**src/rtl/seg7_scan_driver.sv**
```systemverilog
// Purpose : multiplexed N-digit 7-segment driver with frame-aligned shadow update,
//           hex/decimal decode, leading-zero blanking, decimal points and PWM dimming.
// Latency : an/seg/dp are registered, one cycle behind the scan index/prescaler.
// Backpressure: none; load is always accepted, the newest load wins at the next frame.
//
// Ports
//   clk         system clock
//   rst         synchronous reset, active-low
//   digits_in   4 bits per digit, digit 0 (units, rightmost) in [3:0]
//   dp_in       decimal point per digit, 1 = lit
//   load        capture digits_in/dp_in into the staging register
//   hex_mode    1: glyphs 0-F, 0: glyphs 0-9 with values above 9 shown as '-'
//   blank_lz    1: blank leading zeros (digit 0 is never blanked)
//   brightness  0 = dark, all-ones = always on, otherwise duty = brightness/2^BRIGHT_W
//   seg         segments {g,f,e,d,c,b,a}
//   dp          decimal point segment
//   an          digit enables, bit k drives digit k
//   frame_start one-cycle pulse in the first cycle of the digit 0 slot

module seg7_scan_driver #(
    parameter int NUM_DIGITS = 4,
    parameter int SCAN_W     = 18,
    parameter int BRIGHT_W   = 4,
    parameter int ACTIVE_LOW = 1
) (
    input  logic                      clk,
    input  logic                      rst,
    input  logic [4*NUM_DIGITS-1:0]   digits_in,
    input  logic [NUM_DIGITS-1:0]     dp_in,
    input  logic                      load,
    input  logic                      hex_mode,
    input  logic                      blank_lz,
    input  logic [BRIGHT_W-1:0]       brightness,
    output logic [6:0]                seg,
    output logic                      dp,
    output logic [NUM_DIGITS-1:0]     an,
    output logic                      frame_start
);

    localparam int               IDX_W    = $clog2(NUM_DIGITS);
    localparam logic [IDX_W-1:0] LAST_IDX = IDX_W'(NUM_DIGITS - 1);
    localparam logic             POL_LOW  = (ACTIVE_LOW != 0);

    // Levels the pins sit at when nothing is driven.
    localparam logic [6:0]            SEG_IDLE = POL_LOW ? 7'h7F : 7'h00;
    localparam logic                  DP_IDLE  = POL_LOW;
    localparam logic [NUM_DIGITS-1:0] AN_IDLE  = POL_LOW ? '1 : '0;

    // Glyphs below are written in active-low form and flipped at the output.
    localparam logic [6:0] GLYPH_DASH  = 7'b0111111;
    localparam logic [6:0] GLYPH_BLANK = 7'b1111111;

    // ------------------------------------------------------------------
    // State
    // ------------------------------------------------------------------
    logic [SCAN_W-1:0]       presc;
    logic [IDX_W-1:0]        idx;
    logic [4*NUM_DIGITS-1:0] stage_dig;
    logic [NUM_DIGITS-1:0]   stage_dp;
    logic [4*NUM_DIGITS-1:0] disp_dig;
    logic [NUM_DIGITS-1:0]   disp_dp;
    logic                    pending;

    // ------------------------------------------------------------------
    // Combinational next-output path
    // ------------------------------------------------------------------
    logic                    presc_wrap;
    logic                    boundary;
    logic [NUM_DIGITS-1:0]   lz_blank;
    logic                    upper_zero;
    logic [3:0]              cur_val;
    logic                    cur_dp;
    logic                    cur_blank;
    logic [BRIGHT_W-1:0]     phase;
    logic                    slot_en;
    logic [6:0]              seg_al;
    logic                    dp_lit;
    logic [NUM_DIGITS-1:0]   an_act;
    logic [6:0]              seg_nxt;
    logic                    dp_nxt;
    logic [NUM_DIGITS-1:0]   an_nxt;

    function automatic logic [6:0] decode_al(input logic [3:0] v, input logic hex);
        logic [6:0] g;
        case (v)
            4'h0: g = 7'b1000000;
            4'h1: g = 7'b1111001;
            4'h2: g = 7'b0100100;
            4'h3: g = 7'b0110000;
            4'h4: g = 7'b0011001;
            4'h5: g = 7'b0010010;
            4'h6: g = 7'b0000010;
            4'h7: g = 7'b1111000;
            4'h8: g = 7'b0000000;
            4'h9: g = 7'b0010000;
            4'hA: g = 7'b0001000;
            4'hB: g = 7'b0000011;
            4'hC: g = 7'b1000110;
            4'hD: g = 7'b0100001;
            4'hE: g = 7'b0000110;
            default: g = 7'b0001110;
        endcase
        // Decimal mode has no glyph for A-F; show a dash so bad BCD is visible.
        if (!hex && (v > 4'd9)) begin
            g = GLYPH_DASH;
        end
        return g;
    endfunction

    assign presc_wrap = &presc;
    assign boundary   = presc_wrap && (idx == LAST_IDX);

    always_comb begin
        // Leading-zero mask: walk down from the top digit while everything seen is zero.
        lz_blank   = '0;
        upper_zero = 1'b1;
        for (int k = NUM_DIGITS - 1; k > 0; k--) begin
            upper_zero  = upper_zero && (disp_dig[4*k +: 4] == 4'd0);
            lz_blank[k] = blank_lz && upper_zero;
        end

        // Select the digit currently being scanned.
        cur_val   = '0;
        cur_dp    = 1'b0;
        cur_blank = 1'b0;
        for (int k = 0; k < NUM_DIGITS; k++) begin
            if (idx == IDX_W'(k)) begin
                cur_val   = disp_dig[4*k +: 4];
                cur_dp    = disp_dp[k];
                cur_blank = lz_blank[k];
            end
        end

        // PWM phase is the top of the prescaler, so each slot gets 2^BRIGHT_W
        // equal sub-periods; all-ones brightness bypasses the compare for 100% duty.
        phase   = presc[SCAN_W-1 -: BRIGHT_W];
        slot_en = (&brightness) || (phase < brightness);

        seg_al = GLYPH_BLANK;
        dp_lit = 1'b0;
        an_act = '0;
        if (slot_en) begin
            seg_al = cur_blank ? GLYPH_BLANK : decode_al(cur_val, hex_mode);
            dp_lit = cur_dp;
            for (int k = 0; k < NUM_DIGITS; k++) begin
                an_act[k] = (idx == IDX_W'(k));
            end
        end

        seg_nxt = POL_LOW ? seg_al  : ~seg_al;
        dp_nxt  = POL_LOW ? ~dp_lit : dp_lit;
        an_nxt  = POL_LOW ? ~an_act : an_act;
    end

    // ------------------------------------------------------------------
    // Sequential logic
    // ------------------------------------------------------------------
    always_ff @(posedge clk) begin
        if (!rst) begin
            presc       <= '0;
            idx         <= '0;
            stage_dig   <= '0;
            stage_dp    <= '0;
            disp_dig    <= '0;
            disp_dp     <= '0;
            pending     <= 1'b0;
            seg         <= SEG_IDLE;
            dp          <= DP_IDLE;
            an          <= AN_IDLE;
            frame_start <= 1'b0;
        end else begin
            presc <= presc + SCAN_W'(1);
            if (presc_wrap) begin
                idx <= (idx == LAST_IDX) ? '0 : idx + IDX_W'(1);
            end

            // Registered off the boundary so it lines up with idx returning to 0.
            frame_start <= boundary;

            if (load) begin
                stage_dig <= digits_in;
                stage_dp  <= dp_in;
            end

            // Display only changes on the frame boundary. A load landing exactly on
            // the boundary goes straight through rather than waiting a whole frame.
            if (boundary && load) begin
                disp_dig <= digits_in;
                disp_dp  <= dp_in;
                pending  <= 1'b0;
            end else if (boundary && pending) begin
                disp_dig <= stage_dig;
                disp_dp  <= stage_dp;
                pending  <= 1'b0;
            end else if (load) begin
                pending  <= 1'b1;
            end

            seg <= seg_nxt;
            dp  <= dp_nxt;
            an  <= an_nxt;
        end
    end

endmodule

```
**config.mk**
```make
export PLATFORM = sky130hd
export DESIGN_NAME = seg7_scan_driver
export DESIGN_NICKNAME = d
export VERILOG_FILES = /design/src/rtl/seg7_scan_driver.sv
export SDC_FILE = /design/constraint.sdc
export NUM_CORES = 1
export LEC_CHECK = 0
export CORE_MARGIN = 4
export CORE_UTILIZATION = 40
export CTS_BUF_LIST = sky130_fd_sc_hd__clkbuf_4 sky130_fd_sc_hd__clkbuf_8
export CTS_CLUSTER_SIZE = 12
export DETAILED_ROUTE_END_ITERATION = 8
export HOLD_SLACK_MARGIN = 0.1
export PLACE_DENSITY = 0.62
export SYNTH_ARGS = -nofsm -noshare
export SYNTH_HDL_FRONTEND = slang
export SYNTH_SLANG_ARGS = --single-unit
```
**constraint.sdc**
```tcl
create_clock -name clk -period 2.7 [get_ports clk]
set_clock_uncertainty 0.15 [all_clocks]
set_input_delay 0.405 -clock clk [delete_from_list [all_inputs] [get_ports clk]]
set_output_delay 0.405 -clock clk [all_outputs]
set_load 0.02 [all_outputs]
```
==> impl_metrics.toml, run 1 <==
[yosys]
synth.top_cell.area_share_pct = 44.6
netlist_area_mm2 = 0.00332
synth_top_area_cell = "dfxtp_1"
ys_seq_elements = 74
synthArstFlopShare_pct = 0
syn_nets = 393
syn_area_per_cell_um2 = 9.49
synth-edff-count = 0
synth_ff_type = "dfxtp_1"
ys_top_cells_by_area = "dfxtp_1 45%, mux2i_1 6.3%, ha_1 5.3%"
postSynthCellCount = 350
synth_cell_types = 51
yosys_warnings = 0
yosysSeqAreaShare_pct = 44.6

[setup_path]
cp_cell_sequence = "inv_1 -> ha_1 -> nor2_2 -> o211a_1 -> nor2_1 -> inv_1 -> ha_1 -> nor2_1 -> o211ai_2 -> and3_4 -> o221ai_1"
r2r-start = "idx[0]"
crit_buf_inv = 2
cp_num_cells = 11
cpMaxStageDelayCell = "dfxtp_1"
cpPeakStageDelay_ns = 0.40
cp-start-kind = "flip-flop"
critPathCaptureType = "flip-flop"
cp_data_arrival_time_ns = 2.52
cp_top_family = "simple AND/OR/NAND/NOR gates"
worstSetupPathType = "flip-flop to flip-flop"
crit_path_start = "idx[0]"
ff2ff_path_depth = 11
worstPathRequired_ns = 2.76
endpoint = "seg[2]"
worstReg2RegEnd = "seg[2]"
ff2ff_setup_slack_ns = 0.24
crit_path_max_fanout = 10

[global_routing]
grt_pass1_wl_um = 11200
antenna_found_initial = 0
grtUsageTotal_pct = 14.1
grt-ovfl-total = 0
grt_pass1_vias = 2324
grt_max_degree = 41

[placed_design]
dp_slack_ns = 0.171
gp_congestion = 0.888
dp_hpwl_um = 4730
portBuffers = 41

[floorplan]
dieArea_mm2 = 0.00983
coreArea_mm2 = 0.00789
io_pins = 42
initial_core_util_pct = 42.1
rows = 32
fp.dieH_um = 99.1
fp.dieW_um = 99.1

[detailed_routing]
ant_nets = 0
routed_wl_um = 6550
routed_via_density = 5.06
num_vias = 2535
drc = 0
dr.pass1.iters = 4
routedWlPerCell_um = 13.1
drt_iter0_markers = 114

[clocking]
cts.sink_count = 74
cts.htree.levels = 3
clock_latency_ns = 0.34
cts_tree = "built"
ctsHoldBuffers = 0
numCtsBuffers = 9
cts.clk_slew.worst_paths_ns = 0.08
clockBufferDepth = 2
cts_root_buf = "clkbuf_8"

[sta]
rsz0062_at_grt = "false"
max_slew_margin_pct = 65.6
hold_viol = 0
final-setup-viol-count = 0
tightestPinTransition_ns = 0.514
slew_violations = 0
max_freq_mhz = 406
finalCritPeriodShare_pct = 91.2
fin_tns_setup_ns = 0
worst_slack_ns = 0.236
finalCriticalPeriod_ns = 2.46

[job]
maxCapViolations = 0

[finish]
fillers = 742
final_util_pct = 51.4
layout_common_cells = "74 x dfxtp_1, 41 x clkdlybuf4s50_1, 38 x nor2_1"
final_common_cell = "dfxtp_1"
area_growth_pct = 22.1
final_layout_size_suffix_gt1_share_pct = 11.5
final_nets = 437
diodes = 0
regArea_mm2 = 0.00148
multi_input_area_mm2 = 0.00168

[power_and_ir_drop]
power_leakage_nw = 1.60
peakVddDrop_v = 0.000397
power_density_mw_per_mm2 = 547

[status]
status = "finished, final reports clean"

[worst_hold_path]
worst_hold_path_type = "flip-flop to flip-flop"
[metal layers]
layer | GRT usage, % | vias to the layer above | share of wire [%]
met5 | 0 | - | 0
met4 | 5.67 | 0 | 1.7
met3 | 3.72 | 9 | 5.2
met2 | 20.5 | 55 | 42
met1 | 19.8 | 1141 | 51
li1 | - | 1330 | -
[worst min-delay path by stage]
stage / start / slack, ns / endpoint / depth (start not counted)
floorplan: presc[0] / 0.28 / presc[0] / 1
global placement: presc[0] / 0.29 / presc[0] / 1
detailed placement: presc[0] / 0.31 / presc[0] / 1
CTS: presc[0] / 0.33 / presc[0] / 1
global route: disp_dig[0] / 0.35 / disp_dig[0] / 2
finish: presc[0] / 0.32 / presc[0] / 1
[synthesized netlist by cell type, types with 3 or more instances]
cell type,number
buf_1,5
xor2_1,9
a21oi_1,9
nor2_1,39
nand4_1,4
o31ai_2,4
dfxtp_1,74
nor4_1,3
nor3_1,3
nor2b_1,4
buf_6,4
ha_1,14
and2_1,6
buf_2,5
nand2_1,25
nor3b_1,3
nand3_1,27
a211oi_1,4
nand3b_1,4
o21ai_0,11
or3_1,3
o31ai_1,16
clkbuf_1,5
xnor2_1,5
inv_1,12
mux2i_1,21
[stage by stage]
step | total power, mW | hold WS, ns | cell area, um^2 | std cells
5_1_grt | 2.32 | 0.354 | 4060 | 501
6_report | 2.22 | 0.322 | 4060 | 501
3_3_place_gp | 1.31 | 0.292 | 3830 | 485
4_1_cts | 2.25 | 0.327 | 4050 | 501
3_5_place_dp | 1.31 | 0.309 | 3830 | 485
2_1_floorplan | 1.23 | 0.276 | 3320 | 350
[what timing repair did]
item | in CTS | in global routing
hold endpoints to repair | 0 | 0
endpoints found under the setup margin | 0 | 1
gates resized for setup | 0 | 2
buffers inserted | 0 | 0
[power by group]
part	internal (mW)	total, mW	leakage, nW	switching [mW]
clock network	0.520	0.935	0.113	0.415
logic	0.0802	0.155	0.880	0.0747
registers	1.12	1.13	0.604	0.00947
total	1.72	2.22	1.60	0.499
[cell families (layout without fill, tap and decap cells)]
family / count (synthesis) / after routing / synth area share [%]
mux: 21 / 21 / 6.33
simple gates: 130 / 130 / 20.0
flops: 74 / 74 / 44.6
compound gates: 64 / 64 / 15.1
xor+xnor: 14 / 14 / 3.69
fa+ha+maj: 14 / 14 / 5.27
buf+inv: 33 / 82 / 4.93
[state kept, by name (all words and copies together) (netlist names)]
register     count
presc           18
disp_dig        16
stage_dig       16
seg              7
an               4
disp_dp          4
stage_dp         4
idx              2
dp               1
frame_start      1
pending          1
[worst register-to-register path, stage by stage (launching register included)]
cell and delay (ns):
dfxtp_1 0.40, inv_1 0.09, ha_1 0.32, nor2_2 0.16, o211a_1 0.18, nor2_1 0.08
inv_1 0.12, ha_1 0.22, nor2_1 0.07, o211ai_2 0.18, and3_4 0.25, o221ai_1 0.12
[cell type report]
cell class                      instances  share of cell area (%)
Tap cell                              102                    3.15
Multi-Input combinational cell        243                    41.5
Sequential cell                        74                    36.5
Inverter                               13                    1.20
Clock inverter                          7                    2.28
Timing Repair Buffer                   53                    12.3
Clock buffer                            9                    3.05
No activity file was read; power rests on OpenSTA's default activity.
==> run 2: changes to the inputs <==
==> config.mk (replaced) <==
export PLATFORM = sky130hd
export DESIGN_NAME = seg7_scan_driver
export DESIGN_NICKNAME = d
export VERILOG_FILES = /design/src/rtl/seg7_scan_driver.sv
export SDC_FILE = /design/constraint.sdc
export NUM_CORES = 1
export LEC_CHECK = 0
export CORE_MARGIN = 2
export CORE_UTILIZATION = 40
export CTS_BUF_LIST = sky130_fd_sc_hd__clkbuf_4
export CTS_CLUSTER_SIZE = 12
export DETAILED_ROUTE_END_ITERATION = 8
export HOLD_SLACK_MARGIN = 0.1
export SYNTH_ARGS = -nofsm -noshare
export SYNTH_HDL_FRONTEND = slang
export SYNTH_SLANG_ARGS = --single-unit
==> impl_metrics.toml, run 2 (synthesized netlist as in run 1, its figures left out) <==
[clocking]
cts.sink_count = 74
cts_resized = 0
post_cts_buffers = 0
cts_root_buf = "clkbuf_4"
cts_tree = "built"
ctsHoldBuffers = 0
cts.clk_slew.worst_paths_ns = 0.11
numCtsBuffers = 9
clockBufferDepth = 2
cts.htree.levels = 3
clock_latency_ns = 0.42

[status]
status = "finished, final reports clean"

[sta]
final-setup-viol-count = 0
max_slew_margin_pct = 51.3
slew_violations = 0
hold_viol = 0
holdWs_ns = 0.327
finalCriticalPeriod_ns = 2.44
worst_slack_ns = 0.257
finalCritPeriodShare_pct = 90.5
rsz0062_at_grt = "false"
fin_tns_setup_ns = 0
tightestPinTransition_ns = 0.728
max_freq_mhz = 409

[finish]
regArea_mm2 = 0.00148
final_layout_size_suffix_gt1_share_pct = 11.6
layout_common_cells = "74 x dfxtp_1, 41 x clkdlybuf4s50_1, 37 x nor2_1"
area_growth_pct = 18.9
final_nets = 436
final_util_pct = 48.6
largest_registers = "presc x18, disp_dig x16, stage_dig x16"
multi_input_area_mm2 = 0.00169
fillers = 780
max_flop_register = "presc"
final_common_cell = "dfxtp_1"
largest_reg_flops = 18
final_cell_count_no_fill = 503
stdcell_area_mm2 = 0.00395

[floorplan]
fp.dieW_um = 95.1
dieArea_mm2 = 0.00905
rows = 33
fp.dieH_um = 95.1
io_pins = 42
coreArea_mm2 = 0.00813
initial_core_util_pct = 40.8

[placed_design]
placedCellCount = 487
gp_congestion = 0.798
dp_hpwl_um = 4700
dpl_cell_area_mm2 = 0.00383
dp_slack_ns = 0.0769
portBuffers = 41

[global_routing]
grt_max_degree = 41
grt_pass1_vias = 2352
grtUsageTotal_pct = 15.6
grt_pass1_wl_um = 11000
antenna_found_initial = 1
grt-ovfl-total = 0

[detailed_routing]
routedWlPerCell_um = 13.0
routed_wl_um = 6560
drt_iter0_markers = 120
drc = 0
num_vias = 2544
routed_via_density = 5.06
ant_nets = 0
dr.pass1.iters = 4

[setup_path]
worstSetupPathType = "flip-flop to flip-flop"
critPathCaptureType = "flip-flop"
cp_data_arrival_time_ns = 2.62
worstPathRequired_ns = 2.88
crit_path_max_fanout = 18
cp-start-kind = "flip-flop"

[power_and_ir_drop]
peakVddDrop_v = 0.000219
power_leakage_nw = 1.54
finalPower_mw = 1.85
power_density_mw_per_mm2 = 468

[job]
maxCapViolations = 0

[worst_hold_path]
worst_hold_path_type = "flip-flop to flip-flop"
[run 2: final cells by class]
class | instances | area share [%]
diodes | 1 | 0.0633
clock buffers | 10 | 1.90
clock inverters | 5 | 0.823
inverters | 13 | 1.23
multi-input cells | 243 | 42.7
flip-flops and latches | 74 | 37.5
well taps | 105 | 3.32
repair buffers | 52 | 12.5
[run 2: critical path, stage by stage, from the launching register on]
cell and delay, ns:
dfxtp_1 0.40, inv_1 0.08, ha_1 0.29, nand3b_1 0.24
a211oi_4 0.66, o211ai_2 0.22, and3_4 0.24, o221ai_1 0.08
[run 2: metal layers]
| metal | up-vias | wire (um) | part of all wire, % | GRT usage, % |
|---|---|---|---|---|
| met5 | - | 0 | 0 | 0 |
| met4 | 0 | 149 | 2.3 | 8.94 |
| met3 | 11 | 253 | 3.9 | 3.48 |
| met2 | 50 | 2770 | 42 | 23.0 |
| met1 | 1153 | 3390 | 52 | 21.0 |
| li1 | 1330 | - | - | - |
[run 2: power breakdown]
| group | switching, mW | internal (mW) | total (mW) |
|---|---|---|---|
| logic | 0.0750 | 0.0801 | 0.155 |
| registers | 0.00938 | 1.12 | 1.13 |
| clock network | 0.372 | 0.193 | 0.565 |
| total | 0.456 | 1.39 | 1.85 |
[run 2: path summary, 6_finish.rpt]
path	slack [ns]	depth (start not counted)	start	endpoint
hold reg to reg	0.33	1	presc[0]	presc[0]
setup reg to reg	0.26	7	idx[1]	seg[2]
setup / recovery	0.26	7	idx[1]	seg[2]
hold / removal	0.33	1	presc[0]	presc[0]
